<file path="config.mk">
export PLATFORM = sky130hd
export DESIGN_NAME = writeframe_flat
export DESIGN_NICKNAME = d
export VERILOG_FILES = /design/src/rtl/writeframe_pkg.sv /design/src/rtl/writeframe_if.sv /design/src/rtl/writeframe_tick_gen.sv /design/src/rtl/writeframe.sv /design/src/flat_wrapper.sv
export SDC_FILE = /design/constraint.sdc
export NUM_CORES = 1
export LEC_CHECK = 0
export CAP_MARGIN = 20
export CORE_MARGIN = 1
export CORE_UTILIZATION = 53
export DETAILED_ROUTE_END_ITERATION = 7
export PLACE_DENSITY_LB_ADDON = 0.2
export REMOVE_ABC_BUFFERS = 1
export SETUP_SLACK_MARGIN = 0.4
export SYNTH_ARGS = -nofsm -noshare
export SYNTH_HDL_FRONTEND = slang
export SYNTH_HIERARCHICAL = 1
export SYNTH_SLANG_ARGS = --single-unit
</file>
<file path="constraint.sdc">
create_clock -name clk -period 2.46 [get_ports clk]
set_input_delay 0.492 -clock clk [delete_from_list [all_inputs] [get_ports clk]]
set_output_delay 0.492 -clock clk [all_outputs]
set_load 0.03 [all_outputs]
</file>
<file path="src/rtl/writeframe_pkg.sv">
// Shared types and elaboration helpers for the writeframe LED-array frame writer.
// Bit order is selected by WRITEFRAME_MSB_FIRST_EN (see writeframe.sv).
package writeframe_pkg;

    typedef enum logic [2:0] {
        IDLE,
        START,
        D1,
        D2,
        D3,
        D4,
        WAIT,
        FINISH
    } state_t;

    // System clocks per bus tick; the top level rejects results below 2.
    function automatic int calc_clk_div(input longint clk_hz, input longint bit_hz);
        return int'(clk_hz / bit_hz);
    endfunction

    function automatic int cnt_width(input int div);
        return (div > 2) ? $clog2(div) : 1;
    endfunction

endpackage

</file>
<file path="src/rtl/writeframe_if.sv">
// Upstream word stream into writeframe: a word moves when valid && ready on a rising clk.
// value and last are only meaningful while valid is high; the sender holds them until accepted.
interface writeframe_if #(
    parameter int WIDTH = 8
);
    logic             valid;
    logic [WIDTH-1:0] value;
    logic             last;
    logic             ready;

    modport master (output valid, output value, output last, input ready);
    modport slave  (input valid, input value, input last, output ready);
endinterface

</file>
<file path="src/rtl/writeframe_tick_gen.sv">
// Clock-enable generator: tick is high for one clk every CLK_DIV cycles; hold parks the count at 0.
module tick_gen
    import writeframe_pkg::*;
#(
    parameter int CLK_DIV = 12
) (
    input  logic clk,
    input  logic rst_n,
    input  logic hold,
    output logic tick
);

    localparam int CW = cnt_width(CLK_DIV);
    localparam logic [CW-1:0] LAST_COUNT = CW'(CLK_DIV - 1);

    logic [CW-1:0] count;

    always_ff @(posedge clk or negedge rst_n) begin
        if (!rst_n) begin
            count <= '0;
        end else if (hold || count == LAST_COUNT) begin
            count <= '0;
        end else begin
            count <= count + 1'b1;
        end
    end

    assign tick = !hold && (count == LAST_COUNT);

endmodule

</file>
<file path="src/rtl/writeframe.sv">
// Frame writer: buffers upstream words and sends START, every word, FINISH on d_clk/d_out.
// Define WRITEFRAME_MSB_FIRST_EN to shift each word MSB first; the default is LSB first.
module writeframe
    import writeframe_pkg::*;
#(
    parameter int CLK_IN_HZ   = 12_000_000,
    parameter int BIT_RATE_HZ = 1_000_000,
    parameter int WIDTH       = 8
) (
    input  logic        clk,
    input  logic        rst_n,
    writeframe_if.slave up,
    output logic        d_clk,
    output logic        d_out,
    output logic        busy,
    output logic        frame_done,
    output state_t      state
);

    localparam int CLK_DIV = calc_clk_div(CLK_IN_HZ, BIT_RATE_HZ);
    localparam int IW = (WIDTH > 2) ? $clog2(WIDTH) : 1;
    localparam logic [IW-1:0] LAST_IDX = IW'(WIDTH - 1);

    generate
        if (CLK_DIV < 2) begin : g_div_check
            $error("writeframe: CLK_IN_HZ/BIT_RATE_HZ must be at least 2");
        end
    endgenerate

    state_t           state_next;
    logic             tick;
    logic             load;
    logic             buf_full;
    logic [WIDTH-1:0] buf_value;
    logic             buf_last;
    logic [WIDTH-1:0] shift_q;
    logic             shift_last;
    logic [IW-1:0]    idx;
    logic             cur_bit;

    tick_gen #(.CLK_DIV(CLK_DIV)) u_tick_gen (
        .clk  (clk),
        .rst_n(rst_n),
        .hold (state == IDLE && !buf_full),
        .tick (tick)
    );

    assign up.ready = !buf_full;

    // A load and a fill in the same cycle leave the buffer full with the new word.
    always_ff @(posedge clk or negedge rst_n) begin
        if (!rst_n) begin
            buf_full  <= 1'b0;
            buf_value <= '0;
            buf_last  <= 1'b0;
        end else begin
            if (load) begin
                buf_full <= 1'b0;
            end
            if (up.valid && up.ready) begin
                buf_full  <= 1'b1;
                buf_value <= up.value;
                buf_last  <= up.last;
            end
        end
    end

    always_ff @(posedge clk or negedge rst_n) begin
        if (!rst_n) begin
            shift_q    <= '0;
            shift_last <= 1'b0;
            idx        <= '0;
        end else if (load) begin
            shift_q    <= buf_value;
            shift_last <= buf_last;
            idx        <= '0;
        end else if (tick && state == D4 && idx != LAST_IDX) begin
            idx <= idx + 1'b1;
        end
    end

    always_ff @(posedge clk or negedge rst_n) begin
        if (!rst_n) begin
            state <= IDLE;
        end else begin
            state <= state_next;
        end
    end

    always_comb begin
        state_next = state;
        load       = 1'b0;
        if (tick) begin
            case (state)
                IDLE:   if (buf_full) state_next = START;
                START: begin
                    load       = 1'b1;
                    state_next = D1;
                end
                D1:     state_next = D2;
                D2:     state_next = D3;
                D3:     state_next = D4;
                D4: begin
                    if (idx != LAST_IDX) begin
                        state_next = D1;
                    end else if (shift_last) begin
                        state_next = FINISH;
                    end else if (buf_full) begin
                        load       = 1'b1;
                        state_next = D1;
                    end else begin
                        state_next = WAIT;
                    end
                end
                WAIT: begin
                    if (buf_full) begin
                        load       = 1'b1;
                        state_next = D1;
                    end
                end
                FINISH: state_next = IDLE;
                default: state_next = IDLE;
            endcase
        end
    end

`ifdef WRITEFRAME_MSB_FIRST_EN
    assign cur_bit = shift_q[LAST_IDX - idx];
`else
    assign cur_bit = shift_q[idx];
`endif

    // Bus pins decode straight from registered state so reset forces idle-high at once.
    always_comb begin
        d_clk = 1'b1;
        d_out = 1'b1;
        case (state)
            START:  d_out = 1'b0;
            D1: begin
                d_clk = 1'b0;
                d_out = cur_bit;
            end
            D2, D3: d_out = cur_bit;
            D4, WAIT: begin
                d_clk = 1'b0;
                d_out = cur_bit;
            end
            FINISH: d_out = 1'b0;
            default: begin
                d_clk = 1'b1;
                d_out = 1'b1;
            end
        endcase
    end

    assign busy       = (state != IDLE) || buf_full;
    assign frame_done = tick && (state == FINISH);

endmodule

</file>
<file path="src/flat_wrapper.sv">
// flat-port wrapper written by rule: the top's interface ports become plain ports
module writeframe_flat import writeframe_pkg::*;
#(
    parameter int CLK_IN_HZ   = 12_000_000,
    parameter int BIT_RATE_HZ = 1_000_000,
    parameter int WIDTH       = 8
)
  (clk, rst_n, d_clk, d_out, busy, frame_done, state, up_valid, up_value, up_last, up_ready);
  writeframe_if #(.WIDTH(WIDTH)) up_i ();
  input  logic clk;
  input  logic rst_n;
  output logic d_clk;
  output logic d_out;
  output logic busy;
  output logic frame_done;
  output state_t state;
  input wire logic [$bits(up_i.valid)-1:0] up_valid;
  input wire logic [$bits(up_i.value)-1:0] up_value;
  input wire logic [$bits(up_i.last)-1:0] up_last;
  output wire logic [$bits(up_i.ready)-1:0] up_ready;
  assign up_i.valid = up_valid;
  assign up_i.value = up_value;
  assign up_i.last = up_last;
  assign up_ready = up_i.ready;
  writeframe #(.CLK_IN_HZ(CLK_IN_HZ), .BIT_RATE_HZ(BIT_RATE_HZ), .WIDTH(WIDTH)) u_core (.clk(clk), .rst_n(rst_n), .up(up_i), .d_clk(d_clk), .d_out(d_out), .busy(busy), .frame_done(frame_done), .state(state));
endmodule
</file>
# [Yosys cells after proc, flatten, opt, wreduce, memory -nomap -nowiden]
# Cells that the tools add are included.
[totals] register_bits=29 output_inout_bits=8
[classes] add_sub_neg=2 magnitude_cmp=1 eq_ne=11 n_mux=20 reduce_logical=18
[ops] cell="3-bit one-hot mux with 8 select lines" count=1
[ops] cell="3-bit two-way mux" count=7
[ops] cell="3-bit == test (second input constant)" count=4
[ops] cell="1-bit two-way mux" count=8
[ops] cell="3-bit by 2-bit == test with 1-bit output (second input constant)" count=2
[ops] cell="1-bit logical AND" count=6
[ops] cell="5-bit OR reduction" count=1
[ops] cell="4-bit by 1-bit adder with 4-bit output (second input constant)" count=1
[ops] cell="4-bit == test (second input constant)" count=1
[ops] cell="3-bit by 4-bit less-than comparator with 1-bit output (second input constant)" count=1
[ops] cell="4-bit two-way mux" count=1
[ops] cell="2-bit by 1-bit inequality test with 1-bit output (second input constant)" count=2
[ops] cell="2-bit nonzero test" count=2
[ops] cell="3-bit by 1-bit adder with 3-bit output (second input constant)" count=1
[ops] cell="1-bit binary-select mux with 3-bit select" count=1
[ops] cell="3-bit by 1-bit == test with 1-bit output (second input constant)" count=1
[ops] cell="3-bit zero test" count=1
[ops] cell="3-bit inequality test (second input constant)" count=1
[ops] cell="1-bit one-hot mux with 3 select lines" count=1
[ops] cell="3-bit AND reduction" count=1
[ops] cell="3-bit nonzero test" count=1
[ops] cell="3-bit OR reduction" count=1
[ops] cell="1-bit zero test" count=2
[ops] cell="1-bit logical OR" count=2
[ops] cell="2 further kinds" count=2

# [Depth between registers and ports, before layout]
# Gate-level depths: netlist (run 1).
[logic_depth] ltp_word=8 ltp_mapped=8 mapped_depth_nobuf=7

# [Cells and area by module]
# The synthesis (run 1) kept the hierarchy.
[by_module_without_submodules] module="writeframe" instances=1 cells_per_inst=95 area_per_inst_um2=1237.4 seq_area_each_um2=625.6
[by_module_without_submodules] module="tick_gen" instances=1 cells_per_inst=17 area_per_inst_um2=190.2 seq_area_each_um2=100.1

# [Worst setup path after synthesis (run 1)]
# Ideal clock, no wire load.
[synth_path] path_kind="reg-to-output" from="register u_core.state[1]" to="output frame_done" arrival_ns=2.057 required_time_ns=1.968 path_slack_ns=-0.089 path_stages_with_launch=7 path_buffers=1 path_cell_list="dfrtp_1 buf_2 or4_1 inv_1 nor2_1 nand2_1 nor2_1"
[synth_via] elab_chain_cells=5 word_cells_on_any_way=6
[synth_lines] element="from (decl)" line_no="writeframe.sv:17" source="output state_t state"
[synth_lines] element="from (signal assigned)" line_no="writeframe.sv:86" source="state <= state_next;"
[synth_lines] element="3-bit zero test" line_no="writeframe.sv:44" source=".hold (state == IDLE && !buf_full),"
[synth_lines] element="1-bit logical AND" line_no="writeframe.sv:44"
[synth_lines] element="1-bit zero test" line_no="writeframe_tick_gen.sv:28" source="assign tick = !hold && (count == LAST_COUNT);"
[synth_lines] element="1-bit logical AND" line_no="writeframe_tick_gen.sv:28"
[synth_lines] element="net u_core.tick" line_no="writeframe.sv:31" source="logic tick;"
[synth_lines] element="1-bit logical AND" line_no="writeframe.sv:157" source="assign frame_done = tick && (state == FINISH);"
[synth_lines] element="to (decl)" line_no="flat_wrapper.sv:15" source="output logic frame_done;"
# The timed path passes the listed nets, and every way through them passes these cells.

# [Final worst setup path (run 1)]
[layout_path] from="register u_core.idx[2]" to="output d_out"
[layout_via] elab_chain_cells=3
[layout_lines] element="from (decl)" line_no="writeframe.sv:38" source="logic [IW-1:0] idx;"
[layout_lines] element="from (signal assigned)" line_no="writeframe.sv:78" source="idx <= idx + 1'b1;"
[layout_lines] element="1-bit binary-select mux with 3-bit select" line_no="writeframe.sv:130" source="assign cur_bit = shift_q[idx];"
[layout_lines] element="1-bit two-way mux (implied by the code)" line_no="writeframe.sv:130"
[layout_lines] element="1-bit one-hot mux with 2 select lines" line_no="writeframe.sv:137" source="case (state)"
[layout_lines] element="to (decl)" line_no="flat_wrapper.sv:13" source="output logic d_out;"
# No other way between the ends. The select of a mux whose other input is x is not followed.

==> results.yml, run 1 <==
setup_path:
  worst_setup_path_start_kind: "flip-flop"
  cp_max_fo: 5
  critical_path.endpoint: "d_out"
  ff2ff_path_depth: 8
  startpoint: "u_core/idx[2]$_DFFE_PN0P_"
  crit_type: "flip-flop to primary output"
  timing.reg2reg.setup_slack_ns: 0.48
  endpoint_kind: "primary output"
  worstPathArrival_ns: 1.87
  r2r-end: "u_core/idx[1]$_DFFE_PN0P_"
  reg2reg_from: "u_core/u_tick_gen/count[0]$_DFF_PN0_"
  cp.required_ns: 1.97
die:
  io_pins: 20
  coreArea_um2: 2520
  die_w_um: 53.9
  die_area_um2: 2910
  die_y_um: 53.9
  start_util: 0.566
  fp-row-count: 18
power_and_ir_drop:
  leakagePower_nw: 0.850
  swShare: 0.351
  power_frac_comb: 0.416
  power.switching_mw: 0.610
  power.share.clock: 0.167
  p_per_area_nw_per_um2: 987
  peakVddDrop_v: 0.000747
  power_mw: 1.74
  p_int_mw: 1.13
  pwr-share-seq: 0.418
clock_tree:
  cts_tree: "done"
  htreeDepth: 2
  clock_sinks: 29
  max-clock-path-buffers: 2
  cts.clk_slew.worst_paths_ns: 0.09
  holdBufCountCts: 0
  cts_made_buffers: 5
  clk_latency_ns: 0.33
  clockRootBuffer: "clkbuf_4"
job:
  maxCapViolCount: 0
layout:
  antenna_cells: 0
  fin_cells: 175
  fillers: 193
  fin_area_um2: 1760
  final_nets: 160
  drive_gt1_frac: 0.345
  postLayoutCoreUtil: 0.698
  area_growth_pct: 23.4
global_route:
  antenna_found_initial: 0
  grt_max_degree: 30
  grt_pass1_wl_um: 4040
  grt_pass1_vias: 948
  grt_overflow: 0
  gr-usage-all-layers: 0.214
sta:
  slew_headroom: 0.760
  rsz0062_at_grt: "true"
  setup_violations: 0
  max_freq_ghz: 0.424
  report.final.slew_viol_count: 0
  worst_pin_slew_ns: 0.360
  post-route-min-period_ns: 2.36
  fin_crit_sh: 0.960
  finClkSkew_ns: 0.00605
  hold_viol: 0
logic_synthesis:
  netlist_top_cells_count: "dfrtp_1, mux2_2, mux2_4, mux2i_1, o21ai_0"
  postSynthAreaPerCell_um2: 12.7
  ys_warn_count: 6
  synth_area_leader_cell: "dfrtp_1"
  synth_area_leaders: "dfrtp_1, mux2_2, mux2_4"
  synthesis.area_um2: 1430
  yosysTopAreaCellShare: 0.508
  synth_edf_count: 0
  synth.distinct_cells: 34
  synthArstFlopShare: 1.00
  syn_inst: 112
  yosysSeqAreaShare: 0.508
  yosysMostFrequentCell: "dfrtp_1"
  ys.flop_type: "dfrtp_1"
  synth_seq_cells: 29
placed_design:
  place_inst: 165
  portBuffers: 19
  post-dp-hpwl_um: 1860
  place_area_um2: 1690
  place.gp.congestion: 0.810
detailed_routing:
  drtAntennaViolNets: 0
  vias_per_cell: 5.60
  drt_first_pass_iters: 4
  num_vias: 980
  drc: 0
  wirelength_um: 2590
  drt_iter0_drc: 10
  wl_per_cell_um: 14.8
run_status:
  status: "complete, no violations"
min_path:
  hp-class: "flip-flop to flip-flop"
  min_from: "u_core/buf_value[2]$_DFFE_PN0P_"
power by group through the flow:
stage,Sequential (mW),Combinational [mW],Clock [mW]
2_1_floorplan,0.790,0.397,0
4_1_cts,0.731,0.710,0.304
3_5_place_dp,0.742,0.721,0
3_3_place_gp,0.725,0.699,0
6_report,0.726,0.722,0.290
5_1_grt,0.748,0.778,0.319
placed cells by master, fill, tap and decap left out, drive strengths merged, types with 2 or more instances in the layout:
cell / count
dfrtp: 29
mux2: 20
buf: 16
clkdlybuf4s50: 12
o21ai: 7
clkbuf: 7
mux2i: 6
nand2: 6
nor2: 5
nand2b: 4
inv: 3
and2: 3
ha: 3
dlymetal6s2s: 2
a31oi: 2
nor2b: 2
nand3b: 2
a21oi: 2
nor3: 2
worst max-delay path, stage by stage, from the launching register on:
cell     delay (ns)
dfrtp_2        0.47
mux2i_1        0.15
mux4_2         0.47
o21a_1         0.11
a31oi_1        0.15
buf_4          0.19
sequential cells by signal, summed over array words and instances, names as in the netlist:
register                 count
u_core/buf_last              1
u_core/buf_full              1
u_core/idx                   3
u_core/state                 3
u_core/buf_value             8
u_core/u_tick_gen/count      4
u_core/shift_last            1
u_core/shift_q               8
logic make-up after synthesis:
| family | count (synthesis) | synth area share |
|---|---|---|
| fa+ha+maj | 3 | 0.0263 |
| buf+inv | 8 | 0.0315 |
| simple gates | 30 | 0.137 |
| compound gates | 13 | 0.0535 |
| flops | 29 | 0.508 |
| xor+xnor | 2 | 0.0123 |
| mux | 27 | 0.231 |
routing by layer:
metal  vias up  global-route usage  routed length, um
li1        463                   -                  -
met5         -                   0                  0
met3         6              0.0847                127
met4         0               0.123                 54
met1       484               0.205               1040
met2        27               0.381               1380
worst min path at each step:
stage	to	slack, ns	depth (start not counted)
2_1_floorplan	u_core/buf_full$_DFFE_PN0P_	0.20	0
3_3_place_gp	u_core/u_tick_gen/count[0]$_DFF_PN0_	0.47	1
3_5_place_dp	u_core/shift_q[2]$_DFFE_PN0P_	0.49	1
4_1_cts	u_core/shift_q[2]$_DFFE_PN0P_	0.51	1
5_1_grt	u_core/shift_q[1]$_DFFE_PN0P_	0.52	1
6_report	u_core/shift_q[2]$_DFFE_PN0P_	0.50	1
cell type report:
cell class / instances / area, um2 / share of cell area
multi-input cells: 75 / 664 / 0.377
inverters: 3 / 11.3 / 0.00639
repair buffers: 31 / 267 / 0.151
well taps: 30 / 37.5 / 0.0213
flip-flops and latches: 29 / 727 / 0.413
clock buffers: 7 / 55.1 / 0.0312
per-stage QoR:
stage / hold WS (ns) / TNS, ns / setup WS [ns]
finish: 0.503 / 0 / 0.0992
global route: 0.518 / 0 / 0.0235
CTS: 0.509 / 0 / 0.0775
detailed placement: 0.490 / 0 / 0.00136
global placement: 0.466 / 0 / 0.154
floorplan: 0.196 / -0.0730 / -0.0730
what timing repair did:
item                                    4_1_cts  5_1_grt
setup buffers                                 1        2
gates resized for setup                      16        5
endpoints found under the setup margin        7        7
gates cloned                                  0        0
No activity file was read; power rests on OpenSTA's default activity.
==> run 2: changes to the inputs <==
--- a/config.mk
+++ b/config.mk
@@ -12,7 +12,9 @@
 export PLACE_DENSITY_LB_ADDON = 0.2
 export REMOVE_ABC_BUFFERS = 1
 export SETUP_SLACK_MARGIN = 0.4
+export SKIP_LAST_GASP = 1
 export SYNTH_ARGS = -nofsm -noshare
 export SYNTH_HDL_FRONTEND = slang
 export SYNTH_HIERARCHICAL = 1
 export SYNTH_SLANG_ARGS = --single-unit
+export TNS_END_PERCENT = 1
==> results.yml, run 2 (same netlist as run 1, synthesis figures left out) <==
setup_path:
  r2r-end: "u_core/idx[1]$_DFFE_PN0P_"
  worstPathArrival_ns: 1.86
  ff2ff_path_depth: 8
  crit_path_max_incr_delay_ns: 0.47
  crit_slowest_cell: "dfrtp_2"
  cp.required_ns: 1.97
  worst_setup_path_start_kind: "flip-flop"
  cp_cell_sequence: "mux2i_1 -> mux4_2 -> o21a_1 -> a31oi_1 -> buf_4"
  cp_max_fo: 5
  endpoint_kind: "primary output"
  timing.reg2reg.setup_slack_ns: 0.40
  crit_type: "flip-flop to primary output"
  reg2reg_from: "u_core/u_tick_gen/count[0]$_DFF_PN0_"
layout:
  fillers: 196
  multi_input_area_um2: 659
  antenna_cells: 0
  drive_gt1_frac: 0.322
  final_cell_mix: "dfrtp_1, clkdlybuf4s50_1, mux2_2, buf_4"
  area_growth_pct: 22.3
  register_area_um2: 727
  final_nets: 158
  final_common_cell: "dfrtp_1"
  reg.largest.list: "u_core/buf_value (8), u_core/shift_q (8), u_core/u_tick_gen/count (4)"
  postLayoutCoreUtil: 0.692
clock_tree:
  clock_sinks: 29
  cts_tree: "done"
  htreeDepth: 2
  max-clock-path-buffers: 2
  clk_latency_ns: 0.33
  cts.clk_slew.worst_paths_ns: 0.08
  cts_made_buffers: 5
  clockRootBuffer: "clkbuf_4"
global_route:
  grt_pass1_vias: 948
  grt_pass1_wl_um: 4040
  grt_overflow: 0
  gr-usage-all-layers: 0.214
  antenna_found_initial: 0
  grt_max_degree: 30
  grt_busiest_layer: "met2"
  grt.met3_usage: 0.0847
  met2_usage: 0.381
  gr-usage-met1: 0.205
power_and_ir_drop:
  power.share.clock: 0.167
  pwr-share-seq: 0.422
  peakVddDrop_v: 0.000738
  p_int_mw: 1.12
  power_mw: 1.72
  leakagePower_nw: 0.802
  p_per_area_nw_per_um2: 987
  swShare: 0.347
  power_frac_comb: 0.411
  power.switching_mw: 0.598
detailed_routing:
  vias_per_cell: 5.55
  num_vias: 960
  wl_per_cell_um: 14.5
  drt_iter0_drc: 17
  drtAntennaViolNets: 0
  wirelength_um: 2510
  drt_first_pass_iters: 4
  drc: 0
die:
  fp-row-count: 18
  die_area_um2: 2910
  die_y_um: 53.9
  io_pins: 20
  coreArea_um2: 2520
  start_util: 0.566
  die_w_um: 53.9
sta:
  finClkSkew_ns: 0.00891
  setup_tns_ns: 0
  rsz0062_at_grt: "true"
  slew_headroom: 0.760
  max_freq_ghz: 0.425
  fin_crit_sh: 0.958
  setup_violations: 0
  hold_viol: 0
  report.final.slew_viol_count: 0
  post-route-min-period_ns: 2.36
  worst_pin_slew_ns: 0.361
min_path:
  min_from: "u_core/buf_value[2]$_DFFE_PN0P_"
  hp-class: "flip-flop to flip-flop"
  hold_end: "u_core/shift_q[2]$_DFFE_PN0P_"
  holdPathStages: 1
placed_design:
  post-dp-hpwl_um: 1860
  place.gp.congestion: 0.810
  portBuffers: 19
run_status:
  status: "complete, no violations"
job:
  maxCapViolCount: 0
-- run 2: final cells by class --
| class | instances | area share |
|---|---|---|
| timing repair buffer | 29 | 0.146 |
| inverter | 3 | 0.00645 |
| clock buffer | 7 | 0.0315 |
| tap | 30 | 0.0215 |
| multi-input combinational | 75 | 0.378 |
| sequential | 29 | 0.416 |
-- run 2: what timing repair did --
action | CTS | global route
hold buffers | 0 | 0
buffers inserted | 1 | 0
endpoints found under the setup margin | 7 | 10
resized for setup | 7 | 2
-- run 2: power groups by stage --
| stage | logic (mW) | clock network, mW | registers, mW |
|---|---|---|---|
| 6_report | 0.708 | 0.287 | 0.728 |
| 5_1_grt | 0.766 | 0.319 | 0.751 |
| 4_1_cts | 0.717 | 0.304 | 0.731 |
| 3_5_place_dp | 0.721 | 0 | 0.742 |
| 3_3_place_gp | 0.699 | 0 | 0.725 |
| 2_1_floorplan | 0.397 | 0 | 0.790 |
-- run 2: how the worst max path moves through the flow --
| stage | from | endpoint | slack (ns) | cells past startpoint |
|---|---|---|---|---|
| 5_1_grt | u_core/idx[2]$_DFFE_PN0P_ | d_out | 0.02 | 5 |
| 3_5_place_dp | u_core/u_tick_gen/count[0]$_DFF_PN0_ | frame_done | 0.001 | 6 |
| 4_1_cts | u_core/idx[2]$_DFFE_PN0P_ | d_out | 0.08 | 5 |
| 3_3_place_gp | u_core/u_tick_gen/count[0]$_DFF_PN0_ | frame_done | 0.15 | 6 |
| 2_1_floorplan | u_core/state[1]$_DFFE_PN0P_ | frame_done | -0.07 | 5 |
| 6_report | u_core/idx[2]$_DFFE_PN0P_ | d_out | 0.10 | 5 |
-- run 2: through the flow --
stage,setup WS (ns),hold WS (ns),cells,instance area (um2)
floorplan,-0.0730,0.196,107,1390
global placement,0.154,0.466,165,1690
detailed placement,0.00136,0.490,165,1690
CTS,0.0775,0.509,173,1750
global route,0.0235,0.518,173,1750
finish,0.104,0.502,173,1750
-- run 2: worst max-delay path: cells and delay by family (launching register included) --
kind | cells | cell delay [ns]
buf+inv | 1 | 0.19
flops | 1 | 0.47
mux | 2 | 0.62
compound gates | 2 | 0.26
-- run 2: routing by layer --
layer | vias to the layer above | part of all wire | wire length (um)
li1 | 461 | - | -
met1 | 465 | 0.40 | 993
met2 | 28 | 0.52 | 1320
met3 | 6 | 0.054 | 135
met4 | 0 | 0.027 | 68
met5 | - | 0 | 0
==> run 3: changes to the inputs <==
--- a/config.mk
+++ b/config.mk
@@ -6,8 +6,9 @@
 export NUM_CORES = 1
 export LEC_CHECK = 0
 export CAP_MARGIN = 20
+export CORE_ASPECT_RATIO = 0.7
 export CORE_MARGIN = 1
-export CORE_UTILIZATION = 53
+export CORE_UTILIZATION = 45
 export DETAILED_ROUTE_END_ITERATION = 7
 export PLACE_DENSITY_LB_ADDON = 0.2
 export REMOVE_ABC_BUFFERS = 1
==> results.yml, run 3 (same netlist as run 1, synthesis figures left out) <==
clock_tree:
  htreeDepth: 2
  cts_tree: "done"
  clock_sinks: 29
  cts.clk_slew.worst_paths_ns: 0.07
  max-clock-path-buffers: 2
  clockRootBuffer: "clkbuf_8"
  cts_made_buffers: 5
  clk_latency_ns: 0.28
  holdBufCountCts: 0
global_route:
  grt_pass1_wl_um: 4570
  antenna_found_initial: 0
  grt_max_degree: 30
  gr-usage-all-layers: 0.179
  grt_pass1_vias: 961
  grt_overflow: 0
setup_path:
  crit_cells: 5
  crit_slowest_cell: "mux4_2"
  crit_family: "multiplexers"
  worst_setup_path_start_kind: "flip-flop"
  endpoint_kind: "primary output"
  cp_max_fo: 5
  crit_path_max_incr_delay_ns: 0.48
  crit_type: "flip-flop to primary output"
  timing.reg2reg.setup_slack_ns: 0.42
  path_buf_inv: 1
  ff2ff_path_depth: 8
  startpoint: "u_core/idx[2]$_DFFE_PN0P_"
  cp_cell_sequence: "mux2i_1 -> mux4_2 -> o21a_1 -> a31oi_1 -> buf_4"
  r2r-end: "u_core/idx[2]$_DFFE_PN0P_"
  critical_path.endpoint: "d_out"
  reg2reg_from: "u_core/u_tick_gen/count[0]$_DFF_PN0_"
  worstPathArrival_ns: 1.86
  cp.required_ns: 1.97
detailed_routing:
  met2_length_um: 1190
  drt_iter0_drc: 73
  wirelength_um: 2670
  vias_per_cell: 5.32
  wl_per_cell_um: 14.8
  drt_first_pass_iters: 4
  num_vias: 957
  highest_layer: "met4"
  drtAntennaViolNets: 0
  drt-met1-wl_um: 1260
  wl_met3_um: 179
  drc: 0
sta:
  report.final.slew_viol_count: 0
  timing.final.ws_setup_ns: 0.113
  worst_pin_slew_ns: 0.366
  max_freq_ghz: 0.426
  finClkSkew_ns: 0.00552
  hold_viol: 0
  post-route-min-period_ns: 2.35
  fin_crit_sh: 0.954
  setup_violations: 0
  rsz0062_at_grt: "true"
  hold-worst-slack_ns: 0.502
  slew_headroom: 0.756
placed_design:
  dp_worst_setup_slack_ns: 0.0648
  post-dp-hpwl_um: 1870
  place_inst: 171
  place.gp.congestion: 0.825
  portBuffers: 19
  place_area_um2: 1690
power_and_ir_drop:
  p_per_area_nw_per_um2: 1070
  leakagePower_nw: 0.828
  power_mw: 1.96
  peakVddDrop_v: 0.000551
die:
  fp-row-count: 16
  start_util: 0.492
  die_y_um: 49.1
  coreArea_um2: 2900
  io_pins: 20
  die_w_um: 69.3
  die_area_um2: 3410
min_path:
  min_from: "u_core/u_tick_gen/count[0]$_DFF_PN0_"
  hp-class: "flip-flop to flip-flop"
layout:
  fin_cells: 180
  final_nets: 158
  fin_area_um2: 1830
  final_cell_mix: "dfrtp_1, clkdlybuf4s50_1, mux2_2, buf_4"
  area_growth_pct: 27.9
  reg.largest.list: "u_core/buf_value (8), u_core/shift_q (8), u_core/u_tick_gen/count (4)"
  drive_gt1_frac: 0.333
  antenna_cells: 0
  final_common_cell: "dfrtp_1"
run_status:
  status: "complete, no violations"
job:
  maxCapViolCount: 0
run 3: power breakdown:
part | switching (mW) | internal [mW]
Combinational | 0.354 | 0.359
Sequential | 0.0963 | 0.636
Clock | 0.188 | 0.329
Total | 0.638 | 1.32
run 3: what timing repair did:
| action | 4_1_cts | 5_1_grt |
|---|---|---|
| hold endpoints to repair | 0 | 0 |
| gates resized for setup | 6 | 0 |
| setup endpoints to repair | 7 | 7 |
| buffers inserted | 1 | 0 |
run 3: worst min-delay path by stage:
| stage | end | slack, ns | depth (start not counted) |
|---|---|---|---|
| 2_1_floorplan | u_core/buf_full$_DFFE_PN0P_ | 0.20 | 0 |
| 6_report | u_core/u_tick_gen/count[0]$_DFF_PN0_ | 0.50 | 1 |
| 5_1_grt | u_core/shift_q[3]$_DFFE_PN0P_ | 0.53 | 1 |
| 4_1_cts | u_core/u_tick_gen/count[0]$_DFF_PN0_ | 0.51 | 1 |
| 3_5_place_dp | u_core/shift_q[6]$_DFFE_PN0P_ | 0.49 | 1 |
| 3_3_place_gp | u_core/u_tick_gen/count[0]$_DFF_PN0_ | 0.47 | 1 |
run 3: per-layer routing:
layer  GRT usage  vias up
met2       0.265       28
met4      0.0510        0
met3      0.0847        5
li1            -      453
met1       0.234      471
met5           0        -
run 3: final cells by class:
type / instances / area, um2
fillers: 233 / 1080
flip-flops and latches: 29 / 727
clock inverters: 2 / 37.5
clock buffers: 6 / 82.6
repair buffers: 29 / 263
well taps: 36 / 45.0
multi-input cells: 75 / 659
inverters: 3 / 11.3
run 3: through the flow:
| stage | util | setup TNS (ns) |
|---|---|---|
| floorplan | - | -0.0730 |
| global placement | 0.584 | 0 |
| detailed placement | 0.584 | 0 |
| CTS | 0.629 | 0 |
| global route | 0.629 | 0 |
| finish | 0.629 | 0 |
